File: src/rtl/mux_pkg.sv
// Shared types and constants for the 4-way 16-bit word mux and its round-robin front end.
package mux_pkg;

  localparam int unsigned N_WAY = 4;

  typedef logic [1:0] sel_t;

  localparam sel_t SEL_I0 = 2'd0;
  localparam sel_t SEL_I1 = 2'd1;
  localparam sel_t SEL_I2 = 2'd2;
  localparam sel_t SEL_I3 = 2'd3;

  // Output stage occupancy; the encoding doubles as o_valid.
  typedef enum logic {
    EMPTY = 1'b0,
    FULL  = 1'b1
  } stage_t;

endpackage

File: src/rtl/Mux4Way16.sv
// Plain 4-way 16-bit word multiplexer driven by a 2-bit select.
module Mux4Way16
  import mux_pkg::*;
(
  input  logic [15:0] a,
  input  logic [15:0] b,
  input  logic [15:0] c,
  input  logic [15:0] d,
  input  logic [1:0]  sel,
  output logic [15:0] out
);

  // Route the selected word to the output.
  always_comb begin
    out = '0;
    case (sel)
      SEL_I0:  out = a;
      SEL_I1:  out = b;
      SEL_I2:  out = c;
      SEL_I3:  out = d;
      default: out = '0;
    endcase
  end

endmodule

File: src/rtl/rr_pick4.sv
// Combinational round-robin picker: first valid source after 'last', wrapping mod 4.
module rr_pick4
  import mux_pkg::*;
(
  input  logic [3:0] v,
  input  logic [1:0] last,
  output logic       grant_valid,
  output logic [1:0] sel
);

  sel_t idx;

  // Scan last+1 .. last+4 (the final step lands back on last itself).
  always_comb begin
    grant_valid = 1'b0;
    sel         = SEL_I0;
    idx         = SEL_I0;
    for (int unsigned k = 1; k <= N_WAY; k++) begin
      idx = last + sel_t'(k);
      if (!grant_valid && v[idx]) begin
        grant_valid = 1'b1;
        sel         = idx;
      end
    end
  end

endmodule

File: src/rtl/rr_arbiter4_16.sv
// Round-robin arbiter over four valid/ready word sources feeding one registered
// valid/ready output stage through Mux4Way16.
module rr_arbiter4_16
  import mux_pkg::*;
#(
  parameter int unsigned WIDTH = 16
) (
  input  logic             clk,
  input  logic             rst_n,
  input  logic [WIDTH-1:0] i0,
  input  logic [WIDTH-1:0] i1,
  input  logic [WIDTH-1:0] i2,
  input  logic [WIDTH-1:0] i3,
  input  logic             v0,
  input  logic             v1,
  input  logic             v2,
  input  logic             v3,
  output logic             rdy0,
  output logic             rdy1,
  output logic             rdy2,
  output logic             rdy3,
  output logic [1:0]       sel,
  output logic [WIDTH-1:0] o,
  output logic             o_valid,
  input  logic             o_ready
);

  stage_t           state;
  stage_t           state_next;
  sel_t             last;
  sel_t             pick;
  logic             grant_valid;
  logic             accept;
  logic             load;
  logic [WIDTH-1:0] mux_out;

  rr_pick4 u_pick (
    .v           ({v3, v2, v1, v0}),
    .last        (last),
    .grant_valid (grant_valid),
    .sel         (pick)
  );

  Mux4Way16 u_mux (
    .a   (i0),
    .b   (i1),
    .c   (i2),
    .d   (i3),
    .sel (pick),
    .out (mux_out)
  );

  assign sel     = pick;
  assign o_valid = (state == FULL);

  // Handshake: stage can take a word when empty or being drained this cycle.
  always_comb begin
    accept = (state == EMPTY) || o_ready;
    load   = accept && grant_valid;
    rdy0   = rst_n && load && (pick == SEL_I0);
    rdy1   = rst_n && load && (pick == SEL_I1);
    rdy2   = rst_n && load && (pick == SEL_I2);
    rdy3   = rst_n && load && (pick == SEL_I3);
  end

  // Output stage next state: load wins over drain so it can refill while emptying.
  always_comb begin
    state_next = state;
    if (load) begin
      state_next = FULL;
    end else if ((state == FULL) && o_ready) begin
      state_next = EMPTY;
    end
  end

  // Output stage occupancy register.
  always_ff @(posedge clk or negedge rst_n) begin
    if (!rst_n) begin
      state <= EMPTY;
    end else begin
      state <= state_next;
    end
  end

  // Capture the granted word and advance the round-robin pointer.
  always_ff @(posedge clk or negedge rst_n) begin
    if (!rst_n) begin
      o    <= '0;
      last <= SEL_I3;
    end else if (load) begin
      o    <= mux_out;
      last <= pick;
    end
  end

endmodule

File: config.mk
export PLATFORM = sky130hd
export DESIGN_NAME = rr_arbiter4_16
export DESIGN_NICKNAME = d
export VERILOG_FILES = /design/src/rtl/mux_pkg.sv /design/src/rtl/Mux4Way16.sv /design/src/rtl/rr_pick4.sv /design/src/rtl/rr_arbiter4_16.sv
export SDC_FILE = /design/constraint.sdc
export NUM_CORES = 1
export LEC_CHECK = 0
export CORE_AREA = 4 4 80 63
export DETAILED_ROUTE_END_ITERATION = 16
export DIE_AREA = 0 0 84 67
export PLACE_DENSITY = 0.76
export SETUP_SLACK_MARGIN = 0.4
export SYNTH_ARGS = -nofsm -noshare
export SYNTH_HDL_FRONTEND = slang
export SYNTH_SLANG_ARGS = --single-unit
File: constraint.sdc
create_clock -name clk -period 1.7 [get_ports clk]
set_input_delay 0.17 -clock clk [delete_from_list [all_inputs] [get_ports clk]]
set_output_delay 0.17 -clock clk [all_outputs]
set_load 0.1 [all_outputs]
==> results of run 1 <==
-- logic make-up (layout without fill, tap and decap cells) --
kind of cell | after synthesis | after routing | share of synthesized area
AOI/OAI and AO/OA | 25 | 25 | 0.201
buffers and inverters | 10 | 126 | 0.0725
DFF | 19 | 19 | 0.360
muxes | 33 | 33 | 0.249
and+or+nand+nor | 35 | 35 | 0.119
-- power by group through the flow --
| stage | logic [mW] | registers, mW | clock network [mW] |
|---|---|---|---|
| 3_3_place_gp | 2.03 | 0.659 | 0 |
| 2_1_floorplan | 0.716 | 1.41 | 0 |
| 5_1_grt | 2.31 | 0.671 | 0.349 |
| 6_report | 2.22 | 0.656 | 0.318 |
| 4_1_cts | 2.17 | 0.656 | 0.326 |
| 3_5_place_dp | 2.05 | 0.660 | 0 |
-- path summary, 6_finish.rpt --
path / startpoint / end / slack, ps
hold reg to reg: last[1]$_DFFE_PN1N_ / last[1]$_DFFE_PN1N_ / 520
min in group clk: last[1]$_DFFE_PN1N_ / last[1]$_DFFE_PN1N_ / 520
hold / removal: rst_n / o[2]$_DFFE_PN0N_ / 400
max in group asynchronous: rst_n / last[0]$_DFFE_PN1N_ / 1060
setup reg to reg: last[1]$_DFFE_PN1N_ / o[3]$_DFFE_PN0N_ / -270
setup / recovery: last[1]$_DFFE_PN1N_ / rdy2 / -320
-- stage by stage --
step	power [mW]	std cells	hold WS, ps	TNS, ps
after floorplan	2.13	122	-126	-2700
final	3.19	295	404	-5580
after global routing	3.33	295	415	-7710
after global placement	2.69	283	508	-3750
after CTS	3.15	295	390	-5350
after detailed placement	2.71	283	509	-4550
-- synth_stat cells (all sizes together) --
library cell / count / area share
a21boi: 1 / 0.0057
a21o: 2 / 0.011
a21oi: 3 / 0.014
a221oi: 16 / 0.15
a2bb2oi: 1 / 0.0066
a31oi: 1 / 0.0047
and3: 1 / 0.0047
buf: 7 / 0.064
clkbuf: 2 / 0.0057
dfrtp: 17 / 0.32
dfstp: 2 / 0.040
inv: 1 / 0.0028
mux2i: 33 / 0.25
nand2: 7 / 0.020
nand2b: 1 / 0.0047
nand3: 1 / 0.0038
nand3b: 1 / 0.0057
nor2: 20 / 0.056
nor2b: 1 / 0.0047
nor3: 1 / 0.0038
nor3b: 1 / 0.0057
nor4: 1 / 0.0094
o21bai: 1 / 0.0057
-- final cells by class --
type	count	area (µm²)	share of cell area
Timing Repair Buffer	121	1260	0.448
Multi-Input combinational cell	93	947	0.337
Sequential cell	19	482	0.171
Tap cell	57	71.3	0.0254
Clock buffer	3	41.3	0.0147
Clock inverter	1	5.00	0.00178
Inverter	1	3.75	0.00134
-- registers in the layout, indices dropped and copies added, names as in the netlist --
signal   count
o           16
last         2
o_valid      1
-- critical path, stage by stage (launching register included) --
cell       delay (ps)
dfstp_2           600
mux2i_1           230
a2bb2oi_2         240
nand2_4           100
buf_6             140
nor2_4             90
buf_12            180
-- per-layer routing --
metal	vias to the layer above	share of wire	routed length [µm]	GRT usage
li1	697	-	-	-
met3	4	0.061	287	0.0457
met1	667	0.45	2130	0.226
met5	-	0	0	0
met2	47	0.48	2270	0.287
met4	0	0.0066	31	0.0241
-- repair_timing --
action	4_1_cts	5_1_grt
setup endpoints to repair	24	24
buffers inserted	6	0
resized for setup	9	9
gates cloned	2	0
pin swaps	2	2
==> metrics.txt, run 1 <==
# TYPE chip_impl_metric gauge
chip_impl_metric{name="dpl-instance-area",unit="µm²"} 2590
chip_impl_metric{name="static-leakage-power",unit="nW"} 1.18
chip_impl_metric{name="post_drt_wl_per_cell",unit="µm"} 16.0
chip_impl_metric{name="p_int",unit="mW"} 1.54
chip_impl_info{name="final_cell_mix",value="clkdlybuf4s50_1, buf_4, mux2i_1, nor2_1, dfrtp_1"} 1
chip_impl_info{name="startpoint_type",value="flip-flop"} 1
chip_impl_metric{name="grt_max_degree",unit=""} 16
chip_impl_metric{name="design.final.nets",unit=""} 310
chip_impl_metric{name="grt_first_pass_wirelength",unit="µm"} 7590
chip_impl_metric{name="yosysUniqueCellTypes",unit=""} 27
chip_impl_info{name="violated_checks",value="setup timing"} 1
chip_impl_metric{name="power-per-cell-area",unit="nW/µm²"} 1140
chip_impl_metric{name="cts_hold_repair.buffers",unit=""} 0
chip_impl_metric{name="timing.final.ws_setup",unit="ps"} -321
chip_impl_metric{name="boundaryPins",unit=""} 94
chip_impl_metric{name="power_frac_clock",unit=""} 0.100
chip_impl_info{name="path_class",value="flip-flop to primary output"} 1
chip_impl_info{name="cts-root-buf",value="clkbuf_8"} 1
chip_impl_metric{name="slew_viol_final",unit=""} 0
chip_impl_metric{name="report.final.hold_viol_count",unit=""} 0
chip_impl_metric{name="syn-mean-instance-area",unit="µm²"} 10.9
chip_impl_metric{name="setup-violations-final",unit=""} 23
chip_impl_info{name="hold_path_class",value="primary input to asynchronous set/reset pin"} 1
chip_impl_metric{name="final_layout_size_suffix_gt1_frac",unit=""} 0.378
chip_impl_metric{name="route.detailed.vias_per_inst",unit=""} 4.80
chip_impl_metric{name="die_h",unit="µm"} 67
chip_impl_metric{name="synth_fp_nets",unit=""} 193
chip_impl_metric{name="start_util",unit=""} 0.308
chip_impl_metric{name="cts_num_sinks",unit=""} 19
chip_impl_metric{name="postLayoutCoreUtil",unit=""} 0.652
chip_impl_metric{name="worst-slew-pin-transition",unit="ps"} 364
chip_impl_metric{name="ys_warn_count",unit=""} 0
chip_impl_metric{name="clk_latency",unit="ps"} 260
chip_impl_info{name="tritoncts",value="built"} 1
chip_impl_metric{name="drt_pass1_iterations",unit=""} 4
chip_impl_metric{name="arrival",unit="ps"} 1850
chip_impl_metric{name="gp_congestion",unit=""} 0.739
chip_impl_metric{name="power.share.switching",unit=""} 0.516
chip_impl_metric{name="netSwitchingPower",unit="mW"} 1.65
chip_impl_info{name="final_common_cell",value="clkdlybuf4s50_1"} 1
chip_impl_metric{name="final.period_utilization",unit=""} 1.19
chip_impl_metric{name="drt_first_iter_violations",unit=""} 62
chip_impl_metric{name="dp.final_hpwl",unit="µm"} 3600
chip_impl_metric{name="syn-cell-area",unit="µm²"} 1330
chip_impl_metric{name="number_of_core_rows",unit=""} 21
chip_impl_metric{name="antenna_violations_before_repair",unit=""} 0
chip_impl_metric{name="clock_skew",unit="ps"} 6.87
chip_impl_metric{name="max_cap_viol_count",unit=""} 0
chip_impl_metric{name="number_of_global_route_vias_before_repair",unit=""} 1472
chip_impl_metric{name="syn2layout_area_growth",unit="%"} 111
chip_impl_metric{name="sequential_share_of_power",unit=""} 0.205
chip_impl_metric{name="fp.dieArea",unit="µm²"} 5630
chip_impl_metric{name="grt_overflow_total",unit=""} 0
chip_impl_metric{name="min_period",unit="ps"} 2020
chip_impl_metric{name="synth.ff_latch_count",unit=""} 19
chip_impl_metric{name="irDropWorstVdd",unit="mV"} 0.628
chip_impl_metric{name="stdcell_area",unit="µm²"} 2810
chip_impl_metric{name="clk_pin_slew_worst_paths",unit="ps"} 80
chip_impl_metric{name="route.final.wire_length",unit="µm"} 4710
chip_impl_metric{name="htree_levels",unit=""} 1
chip_impl_metric{name="diodes",unit=""} 0
chip_impl_metric{name="port_buffers",unit=""} 93
chip_impl_metric{name="routed-via-count",unit=""} 1415
chip_impl_metric{name="timing.fmax",unit="MHz"} 495
chip_impl_metric{name="longest_clk_path_bufs",unit=""} 2
chip_impl_metric{name="post-route-drc-count",unit=""} 0
chip_impl_info{name="setup_crit_end_kind",value="primary output"} 1
chip_impl_metric{name="rr_worst_depth",unit=""} 7
chip_impl_metric{name="die_width",unit="µm"} 84
chip_impl_metric{name="n_fill_cell",unit=""} 342
chip_impl_metric{name="relSlewSlack",unit=""} 0.755
chip_impl_metric{name="critical_path_required_time",unit="ps"} 1530
chip_impl_metric{name="pwr-share-comb",unit=""} 0.695
chip_impl_info{name="rsz_0062_raised_after_global_routing",value="yes"} 1
chip_impl_metric{name="dp_slack",unit="ps"} -246
chip_impl_metric{name="fp.coreArea",unit="µm²"} 4310
chip_impl_metric{name="ant_nets",unit=""} 0
chip_impl_metric{name="critPathMaxFanout",unit=""} 7
chip_impl_metric{name="grt_resource_usage_total",unit=""} 0.171
chip_impl_metric{name="cts_buffers",unit=""} 3
chip_impl_info{name="run_status",value="finished with violations"} 1
chip_impl_metric{name="synthesis.instances",unit=""} 122
chip_impl_metric{name="yosysSeqAreaShare",unit=""} 0.360
No activity file was read; power rests on OpenSTA's default activity.
==> inputs of run 2 (changes only) <==
==> constraint.sdc (replaced) <==
create_clock -name clk -period 1.7 [get_ports clk]
set_input_delay 0.34 -clock clk [delete_from_list [all_inputs] [get_ports clk]]
set_output_delay 0.34 -clock clk [all_outputs]
set_load 0.1 [all_outputs]
==> metrics.txt, run 2 (synthesized netlist as in run 1, its figures left out) <==
# TYPE chip_impl_metric gauge
chip_impl_metric{name="worst-slew-pin-transition",unit="ps"} 304
chip_impl_metric{name="grt_first_pass_wirelength",unit="µm"} 7440
chip_impl_info{name="path_class",value="flip-flop to primary output"} 1
chip_impl_metric{name="gp_congestion",unit=""} 0.785
chip_impl_info{name="violated_checks",value="setup timing"} 1
chip_impl_info{name="rsz_0062_raised_after_global_routing",value="yes"} 1
chip_impl_metric{name="finalPower",unit="mW"} 3.63
chip_impl_metric{name="final.period_utilization",unit=""} 1.28
chip_impl_info{name="top_register",value="o"} 1
chip_impl_metric{name="routed-via-count",unit=""} 1467
chip_impl_info{name="cts-root-buf",value="clkbuf_8"} 1
chip_impl_metric{name="setup-violations-final",unit=""} 24
chip_impl_metric{name="route.final.wire_length",unit="µm"} 5140
chip_impl_metric{name="dp.final_hpwl",unit="µm"} 3660
chip_impl_info{name="tritoncts",value="built"} 1
chip_impl_info{name="setup_crit_end_kind",value="primary output"} 1
chip_impl_metric{name="diodes",unit=""} 0
chip_impl_metric{name="fp.coreArea",unit="µm²"} 4310
chip_impl_metric{name="timing.fmax",unit="MHz"} 461
chip_impl_metric{name="antenna_violations_before_repair",unit=""} 0
chip_impl_metric{name="post-route-drc-count",unit=""} 0
chip_impl_info{name="final_cell_mix",value="clkdlybuf4s50_1, buf_12, mux2i_1, nor2_1, dfrtp_1"} 1
chip_impl_metric{name="final_cell_count_no_fill",unit=""} 297
chip_impl_metric{name="clk_latency",unit="ps"} 260
chip_impl_metric{name="syn2layout_area_growth",unit="%"} 138
chip_impl_metric{name="boundaryPins",unit=""} 94
chip_impl_metric{name="cts_num_sinks",unit=""} 19
chip_impl_metric{name="static-leakage-power",unit="nW"} 1.31
chip_impl_info{name="final_common_cell",value="clkdlybuf4s50_1"} 1
chip_impl_metric{name="number_of_global_route_vias_before_repair",unit=""} 1480
chip_impl_info{name="run_status",value="finished with violations"} 1
chip_impl_metric{name="start_util",unit=""} 0.308
chip_impl_metric{name="post_drt_wl_per_cell",unit="µm"} 17.3
chip_impl_metric{name="number_of_core_rows",unit=""} 21
chip_impl_metric{name="final_layout_size_suffix_gt1_frac",unit=""} 0.433
chip_impl_metric{name="grt_max_degree",unit=""} 18
chip_impl_metric{name="die_h",unit="µm"} 67
chip_impl_metric{name="grt_resource_usage_total",unit=""} 0.166
chip_impl_metric{name="design.final.nets",unit=""} 312
chip_impl_metric{name="cts_buffers",unit=""} 3
chip_impl_metric{name="clk_pin_slew_worst_paths",unit="ps"} 80
chip_impl_metric{name="die_width",unit="µm"} 84
chip_impl_metric{name="postLayoutCoreUtil",unit=""} 0.735
chip_impl_metric{name="port_buffers",unit=""} 93
chip_impl_metric{name="critPathMaxFanout",unit=""} 6
chip_impl_metric{name="cts_hold_repair.buffers",unit=""} 0
chip_impl_metric{name="relSlewSlack",unit=""} 0.797
chip_impl_metric{name="arrival",unit="ps"} 1830
chip_impl_metric{name="timing.final.ws_setup",unit="ps"} -471
chip_impl_metric{name="slew_viol_final",unit=""} 0
chip_impl_metric{name="critical_path_required_time",unit="ps"} 1360
chip_impl_metric{name="critPathMaxStageDelay",unit="ps"} 620
chip_impl_info{name="startpoint_type",value="flip-flop"} 1
chip_impl_metric{name="dp_cells",unit=""} 282
chip_impl_info{name="critical-path-slowest-cell",value="dfstp_2"} 1
chip_impl_metric{name="clock_skew",unit="ps"} 10.9
chip_impl_metric{name="irDropWorstVdd",unit="mV"} 0.881
chip_impl_metric{name="longest_clk_path_bufs",unit=""} 2
chip_impl_info{name="path_cells",value="nand3b_1 -> a31oi_4 -> nand3_4 -> a21oi_4 -> buf_12"} 1
chip_impl_info{name="hold_path_class",value="primary input to asynchronous set/reset pin"} 1
chip_impl_metric{name="max_cap_viol_count",unit=""} 0
chip_impl_metric{name="grt_overflow_total",unit=""} 0
chip_impl_metric{name="report.final.hold_viol_count",unit=""} 0
chip_impl_metric{name="ant_nets",unit=""} 0
chip_impl_metric{name="route.detailed.vias_per_inst",unit=""} 4.94
chip_impl_metric{name="n_fill_cell",unit=""} 291
chip_impl_metric{name="min_period",unit="ps"} 2170
chip_impl_metric{name="power-per-cell-area",unit="nW/µm²"} 1150
chip_impl_metric{name="largest_register_ffs",unit=""} 16
chip_impl_metric{name="drt_pass1_iterations",unit=""} 4
chip_impl_metric{name="htree_levels",unit=""} 1
chip_impl_metric{name="fp.dieArea",unit="µm²"} 5630
chip_impl_metric{name="drt_first_iter_violations",unit=""} 53
## run 2: path summary, 6_finish.rpt
path,to,slack [ps],depth (start not counted),startpoint
setup / recovery,rdy3,-470,5,last[1]$_DFFE_PN1N_
max in group asynchronous,last[1]$_DFFE_PN1N_,930,2,rst_n
min in group clk,o[2]$_DFFE_PN0N_,630,2,o[2]$_DFFE_PN0N_
setup reg to reg,o[13]$_DFFE_PN0N_,-280,6,last[1]$_DFFE_PN1N_
hold reg to reg,o[2]$_DFFE_PN0N_,630,2,o[2]$_DFFE_PN0N_
hold / removal,o[10]$_DFFE_PN0N_,530,2,rst_n
## run 2: layout make-up
type,count,area (µm²),area share
Timing Repair Buffer,123,1530,0.482
Multi-Input combinational cell,93,1040,0.328
Clock buffer,3,41.3,0.0130
Tap cell,57,71.3,0.0225
Clock inverter,1,5.00,0.00158
Sequential cell,19,482,0.152
Inverter,1,3.75,0.00119
## run 2: layer usage
layer	vias up	global-route usage	part of all wire
li1	700	-	-
met5	-	0	0
met1	706	0.213	0.44
met3	6	0.0519	0.056
met2	55	0.287	0.50
met4	0	0.0141	0.0086
## run 2: power by group
group	internal [mW]	total [mW]	switching (mW)
combinational	1.15	2.61	1.45
sequential	0.574	0.709	0.135
clock	0.163	0.317	0.154
## run 2: through the flow
step,setup TNS [ps],setup WS (ps),area [µm²],hold slack [ps]
6_report,-6560,-471,3170,530
5_1_grt,-8620,-551,3170,536
4_1_cts,-7580,-482,2950,520
3_5_place_dp,-11060,-608,2810,512
3_3_place_gp,-10080,-515,2810,504
2_1_floorplan,-3380,-832,1470,44.4
## run 2: worst max-delay path, delay by kind of cell, from the launching register on
| family | cells | cell delay [ps] |
|---|---|---|
| and+or+nand+nor | 2 | 290 |
| DFF | 1 | 620 |
| buffers and inverters | 1 | 190 |
| AOI/OAI and AO/OA | 2 | 460 |
## run 2: repair_timing
item	in CTS	in global routing
buffers inserted	7	2
gates resized for setup	7	33
gates cloned	1	1
pin swaps	4	18
setup endpoints to repair	26	25
==> inputs of run 3 (changes only) <==
--- a/config.mk
+++ b/config.mk
@@ -5,10 +5,11 @@
 export SDC_FILE = /design/constraint.sdc
 export NUM_CORES = 1
 export LEC_CHECK = 0
+export ABC_AREA = 1
 export CORE_AREA = 4 4 80 63
 export DETAILED_ROUTE_END_ITERATION = 16
 export DIE_AREA = 0 0 84 67
-export PLACE_DENSITY = 0.76
+export PLACE_DENSITY = 0.84
 export SETUP_SLACK_MARGIN = 0.4
 export SYNTH_ARGS = -nofsm -noshare
 export SYNTH_HDL_FRONTEND = slang
==> constraint.sdc (replaced) <==
create_clock -name clk -period 2.5 [get_ports clk]
set_input_delay 0.5 -clock clk [delete_from_list [all_inputs] [get_ports clk]]
set_output_delay 0.5 -clock clk [all_outputs]
set_load 0.1 [all_outputs]
==> metrics.txt, run 3 <==
# TYPE chip_impl_metric gauge
chip_impl_metric{name="boundaryPins",unit=""} 94
chip_impl_metric{name="ys_warn_count",unit=""} 0
chip_impl_metric{name="min_period",unit="ps"} 2730
chip_impl_metric{name="cts_buffers",unit=""} 3
chip_impl_info{name="yosys.cell_count.top_type",value="nand2_1"} 1
chip_impl_metric{name="drt_first_iter_violations",unit=""} 248
chip_impl_metric{name="antenna_violations_before_repair",unit=""} 0
chip_impl_info{name="final_cell_mix",value="nand2_1, clkdlybuf4s50_1, buf_4, inv_1, nand3_1"} 1
chip_impl_info{name="run_status",value="finished with violations"} 1
chip_impl_metric{name="fp.dieArea",unit="µm²"} 5630
chip_impl_metric{name="worst-slew-pin-transition",unit="ps"} 358
chip_impl_info{name="worstReg2RegStart",value="last[0]$_DFFE_PN1N_"} 1
chip_impl_info{name="cts-root-buf",value="clkbuf_8"} 1
chip_impl_metric{name="critical_path_required_time",unit="ps"} 2000
chip_impl_metric{name="rr_worst_depth",unit=""} 16
chip_impl_metric{name="dp.final_hpwl",unit="µm"} 4460
chip_impl_metric{name="synthesis.instances",unit=""} 288
chip_impl_metric{name="clk_pin_slew_worst_paths",unit="ps"} 80
chip_impl_metric{name="n_fill_cell",unit=""} 317
chip_impl_metric{name="htree_levels",unit=""} 1
chip_impl_metric{name="diodes",unit=""} 0
chip_impl_metric{name="yosysSeqAreaShare",unit=""} 0.269
chip_impl_info{name="netlist_top_cells_count",value="nand2_1, inv_1, nand3_1, dfrtp_1, nand3b_1"} 1
chip_impl_metric{name="regArea",unit="µm²"} 478
chip_impl_metric{name="drt_pass1_iterations",unit=""} 6
chip_impl_info{name="path_class",value="flip-flop to primary output"} 1
chip_impl_metric{name="timing.final.ws_setup",unit="ps"} -230
chip_impl_metric{name="gp_congestion",unit=""} 0.857
chip_impl_metric{name="syn-cell-area",unit="µm²"} 1770
chip_impl_metric{name="port_buffers",unit=""} 93
chip_impl_metric{name="timing.hold.worst_path_depth",unit=""} 2
chip_impl_info{name="final_common_cell",value="nand2_1"} 1
chip_impl_metric{name="number_of_global_route_vias_before_repair",unit=""} 2466
chip_impl_metric{name="yosysUniqueCellTypes",unit=""} 23
chip_impl_metric{name="largest_register_ffs",unit=""} 16
chip_impl_metric{name="design.final.nets",unit=""} 477
chip_impl_metric{name="synth_fp_nets",unit=""} 359
chip_impl_metric{name="multi_input_comb_area",unit="µm²"} 1230
chip_impl_metric{name="die_h",unit="µm"} 67
chip_impl_metric{name="number_of_core_rows",unit=""} 21
chip_impl_metric{name="longest_clk_path_bufs",unit=""} 2
chip_impl_metric{name="post_drt_wl_per_cell",unit="µm"} 16.3
chip_impl_metric{name="grt_max_degree",unit=""} 29
chip_impl_metric{name="route.detailed.vias_per_inst",unit=""} 5.29
chip_impl_info{name="synth_flop_cell",value="dfrtp_1"} 1
chip_impl_metric{name="relSlewSlack",unit=""} 0.762
chip_impl_metric{name="arrival",unit="ps"} 2230
chip_impl_metric{name="route.final.wire_length",unit="µm"} 7520
chip_impl_info{name="startpoint_type",value="flip-flop"} 1
chip_impl_info{name="top_register",value="o"} 1
chip_impl_metric{name="dp_cells",unit=""} 432
chip_impl_info{name="tritoncts",value="built"} 1
chip_impl_metric{name="die_width",unit="µm"} 84
chip_impl_metric{name="synth.ff_latch_count",unit=""} 19
chip_impl_metric{name="syn2layout_area_growth",unit="%"} 88.4
chip_impl_info{name="rsz_0062_raised_after_global_routing",value="yes"} 1
chip_impl_metric{name="grt_overflow_total",unit=""} 0
chip_impl_metric{name="grt_first_pass_wirelength",unit="µm"} 11700
chip_impl_metric{name="routed-via-count",unit=""} 2446
chip_impl_metric{name="async_flop_share",unit=""} 1.00
chip_impl_metric{name="syn-mean-instance-area",unit="µm²"} 6.16
chip_impl_metric{name="max_cap_viol_count",unit=""} 0
chip_impl_metric{name="final.period_utilization",unit=""} 1.09
chip_impl_info{name="biggest_area_contributors_in_the_synthesized_netlist",value="nand2_1, dfrtp_1, nand3_1, nand3b_1, inv_1"} 1
chip_impl_info{name="yosysTopAreaCell",value="nand2_1"} 1
chip_impl_metric{name="post-route-drc-count",unit=""} 0
chip_impl_metric{name="clock_skew",unit="ps"} 6.29
chip_impl_metric{name="slew_viol_final",unit=""} 0
chip_impl_info{name="hold_path.startpoint",value="o[0]$_DFFE_PN0N_"} 1
chip_impl_metric{name="timing.fmax",unit="MHz"} 366
chip_impl_metric{name="critPathMaxFanout",unit=""} 4
chip_impl_metric{name="netlist.area_leader.share",unit=""} 0.275
chip_impl_metric{name="final_layout_size_suffix_gt1_frac",unit=""} 0.311
chip_impl_metric{name="ant_nets",unit=""} 0
chip_impl_metric{name="setup-violations-final",unit=""} 6
chip_impl_info{name="critPathLaunch",value="last[0]$_DFFE_PN1N_"} 1
chip_impl_metric{name="start_util",unit=""} 0.412
chip_impl_metric{name="final_cell_count_no_fill",unit=""} 462
chip_impl_info{name="setup_crit_end_kind",value="primary output"} 1
chip_impl_metric{name="clk_latency",unit="ps"} 260
chip_impl_info{name="hold_path_class",value="flip-flop to flip-flop"} 1
chip_impl_info{name="violated_checks",value="setup timing"} 1
chip_impl_metric{name="report.final.hold_viol_count",unit=""} 0
chip_impl_metric{name="cts_num_sinks",unit=""} 19
chip_impl_metric{name="synth_edf_count",unit=""} 0
chip_impl_metric{name="grt_resource_usage_total",unit=""} 0.264
chip_impl_metric{name="fp.coreArea",unit="µm²"} 4310
[run 3: metal layers]
layer	share of wire	track usage
met1	0.39	0.310
met2	0.49	0.476
met3	0.093	0.0593
met4	0.034	0.0944
met5	0	0
[run 3: cell type report]
type / instances / share of cell area
repair buffers: 131 / 0.412
multi-input cells: 218 / 0.369
flip-flops and latches: 19 / 0.143
inverters: 33 / 0.0408
well taps: 57 / 0.0213
clock buffers: 3 / 0.0124
clock inverters: 1 / 0.00150
[run 3: final timing paths]
check | end | slack, ps
setup reg to reg | o[14]$_DFFE_PN0N_ | 10
hold reg to reg | o[0]$_DFFE_PN0N_ | 490
setup / recovery | rdy3 | -230
hold / removal | o[0]$_DFFE_PN0N_ | 490
max in group asynchronous | last[1]$_DFFE_PN1N_ | 1450
min in group asynchronous | o_valid$_DFFE_PN0P_ | 770
[run 3: worst max-delay path, cell delays in order, from the launching register on]
cell and delay [ps]:
dfstp_2 630, buf_6 140, nand2_2 60, nand2_2 100, nand2_2 60, nand2_2 80, inv_2 50, nand4_1 90
nand2_1 110, inv_2 100, nand2_4 90, nor3_4 240, buf_12 200
[run 3: cell families after synthesis]
logic type,synth area share
and+or+nand+nor,0.530
DFF,0.269
AOI/OAI and AO/OA,0.0501
buffers and inverters,0.150
[run 3: metrics by stage]
stage / TNS, ps / instance area [µm²] / setup WS, ps / hold slack (ps) / util
2_1_floorplan: -1190 / 1850 / -299 / 204 / -
3_3_place_gp: -3750 / 2810 / -256 / 466 / 0.652
3_5_place_dp: -6120 / 2810 / -348 / 467 / 0.652
4_1_cts: -749 / 3240 / -184 / 488 / 0.753
5_1_grt: -2950 / 3340 / -337 / 522 / 0.776
6_report: -861 / 3340 / -230 / 487 / 0.776
[run 3: what timing repair did]
item | 4_1_cts | 5_1_grt
setup buffers | 18 | 4
gates cloned | 4 | 0
pin swaps | 19 | 27
gates resized for setup | 45 | 23
endpoints found under the setup margin | 24 | 24
hold buffers | 0 | 0
Power of run 3 is not shown: default switching activity piles up to over one toggle a cycle in this logic, so the estimate is an artifact.
==> patch, RTL diff (settings of run 3) <==
`N_WAY`: 4 -> 2.
--- a/src/rtl/mux_pkg.sv
+++ b/src/rtl/mux_pkg.sv
@@ -2,5 +2,5 @@
 package mux_pkg;
 
-  localparam int unsigned N_WAY = 4;
+  localparam int unsigned N_WAY = 2;
 
   typedef logic [1:0] sel_t;
Check against the original RTL: not equivalent (Yosys sat finds a counterexample within 4 cycles, from zero or initial values and one cycle with rst_n low).
==> patch against run 3 <==
  * Worst setup slack improved by 0.26 ns
  * Sequential cell count stayed put
  * Synthesized area down 11%
  * Critical path depth is 3 lower
  * Die area is the same
  * Sequential share of layout area increased by 1.7 points
  * Cell area fell by 10%
  * Clock skew down 0.0022 ns
  * Wire length fell by 22%
  * Critical path type unchanged
  * Largest cell class unchanged
Power is left out: the tool's default activity adds up to more than one toggle a clock period on the data nets, which glitch-free logic cannot reach.
==> patch: results (changes against run 3) <==
[metrics] R2R Path End: o[13] (was o[14])
[metrics] pin slew with the least headroom to its limit: 0.287 ns (was 0.358 ns)
[metrics] post-synth cell types: 19 (was 23)
[metrics] R2R Setup Slk: 0.26 ns (was 0.01 ns)
[metrics] cells taking the most area after synthesis: sky130_fd_sc_hd__dfrtp_1 27%, sky130_fd_sc_hd__nand2_1 25%, sky130_fd_sc_hd__nand3_1 16% (was sky130_fd_sc_hd__nand2_1 28%, sky130_fd_sc_hd__dfrtp_1 24%, sky130_fd_sc_hd__nand3_1 7.1%)
[metrics] net count after synthesis: 330 (was 359)
[metrics] register with the most flip-flops: o (unchanged)
[metrics] Detail Placement HPWL: 4060 um (was 4460 um)
[metrics] Placer Congestion: 0.789 (was 0.857)
[metrics] GRT Overall Usage: 22.0% (was 26.4%)
[metrics] routed vias/inst: 4.68 (was 5.29)
[metrics] largest net degree at the start of global routing: 28 (was 29)
[metrics] portion of the post-synthesis area used by sequential elements: 30.4% (was 26.9%)
[metrics] skew final: 0.00405 ns (was 0.00629 ns)
[metrics] total number of nets in the final design: 442 (was 477)
[metrics] length in cells of the worst reg-to-reg path: 19 (was 16)
[metrics] data arrival at the endpoint of the critical path: 1.97 ns (was 2.23 ns)
[metrics] fraction of layout instances using a drive strength above 1: 23.0% (was 31.1%)
[metrics] synth cell count leaders: 103 x sky130_fd_sc_hd__nand2_1, 50 x sky130_fd_sc_hd__nand3_1, 34 x sky130_fd_sc_hd__inv_1, 17 x sky130_fd_sc_hd__dfrtp_1, 12 x sky130_fd_sc_hd__o21bai_1 (was 130 x sky130_fd_sc_hd__nand2_1, 28 x sky130_fd_sc_hd__inv_1, 25 x sky130_fd_sc_hd__nand3_1, 17 x sky130_fd_sc_hd__dfrtp_1, 16 x sky130_fd_sc_hd__nand3b_1)
[metrics] count of TritonRoute iterations in the first routing pass: 4 (was 6)
[metrics] first-pass GRT wire length: 9830 um (was 11700 um)
[metrics] Worst Path Max Fanout: 7 (was 4)
[metrics] Routed WL: 5830 um (was 7520 um)
[metrics] total placed instance area: 0.00269 mm2 (was 0.00281 mm2)
[metrics] hold_sp: o[11] (was o[0])
[metrics] worst slack at placement: -0.153 ns (was -0.348 ns)
[metrics] Filler cells: 355 (was 317)
[metrics] run status: finished, final reports clean (was complete, but fails checks)
[metrics] Hold EP: o[11] (was o[0])
[metrics] vias in the first global route: 2038 (was 2466)
[metrics] post-route worst setup slack: 0.0323 ns (was -0.230 ns)
[metrics] Detailed Route Iter0 Violations: 95 (was 248)
## patch: cell count changes after synthesis, moves of 12 or more
cell and change:
sky130_fd_sc_hd__nand4_1 -12, sky130_fd_sc_hd__o21bai_1 +12, sky130_fd_sc_hd__nand2_1 -27, sky130_fd_sc_hd__nand3b_1 -16, sky130_fd_sc_hd__nand3_1 +25
## patch: how the worst max path moves through the flow
stage                       start  endpoint  depth (start not counted)
after CTS                 last[0]      rdy2                          9
final                     last[0]      rdy2                          9
after global routing      last[0]      rdy2                          9
after global placement         v2      rdy0                         10
after detailed placement       v2      rdy2                         10
after floorplan           last[0]      rdy1                         10
## patch: layer usage
metal	part of all wire (%)	vias to the layer above	global-route usage [%]
met5	0	-	0
met4	0.70	0	4.02
met3	7.4	4	6.80
met2	45	70	37.7
met1	46	883	27.7
li1	-	1040	-
## patch: what timing repair did
action / CTS / global route
setup buffers: 14 / 0
setup endpoints to repair: 22 / 24
resized for setup: 29 / 5
gates cloned: 2 / 0
pin swaps: 16 / 3
## patch: per-stage QoR
step / hold WS [ns] / std cells / TNS (ns)
2_1_floorplan: 0.204 / 259 / -0.488
4_1_cts: 0.487 / 427 / 0
3_5_place_dp: 0.467 / 407 / -0.708
6_report: 0.487 / 427 / 0
3_3_place_gp: 0.464 / 407 / -0.224
5_1_grt: 0.500 / 427 / -0.101
## patch: cells by family after synthesis
| family | Yosys count | synth area share (%) |
|---|---|---|
| AOI/OAI and AO/OA | 22 | 9.22 |
| and+or+nand+nor | 166 | 45.6 |
| buffers and inverters | 52 | 14.8 |
| DFF | 19 | 30.4 |
## patch: cell type report
cell class | instances | area [um2] | area share [%]
Sequential cell | 19 | 479 | 16.0
Multi-Input combinational cell | 188 | 990 | 33.1
Tap cell | 57 | 71.3 | 2.38
Inverter | 38 | 153 | 5.10
Clock inverter | 1 | 5.00 | 0.167
Clock buffer | 3 | 41.3 | 1.38
Timing Repair Buffer | 121 | 1250 | 41.9
## patch: worst max-delay path: stages, from the launching register on
cell,delay [ns]
sky130_fd_sc_hd__dfstp_2,0.62
sky130_fd_sc_hd__inv_4,0.08
sky130_fd_sc_hd__nand2_4,0.08
sky130_fd_sc_hd__nand2_4,0.06
sky130_fd_sc_hd__nand2_4,0.09
sky130_fd_sc_hd__inv_4,0.04
sky130_fd_sc_hd__a21oi_4,0.19
sky130_fd_sc_hd__nand2_8,0.10
sky130_fd_sc_hd__nor3_4,0.22
sky130_fd_sc_hd__buf_12,0.20
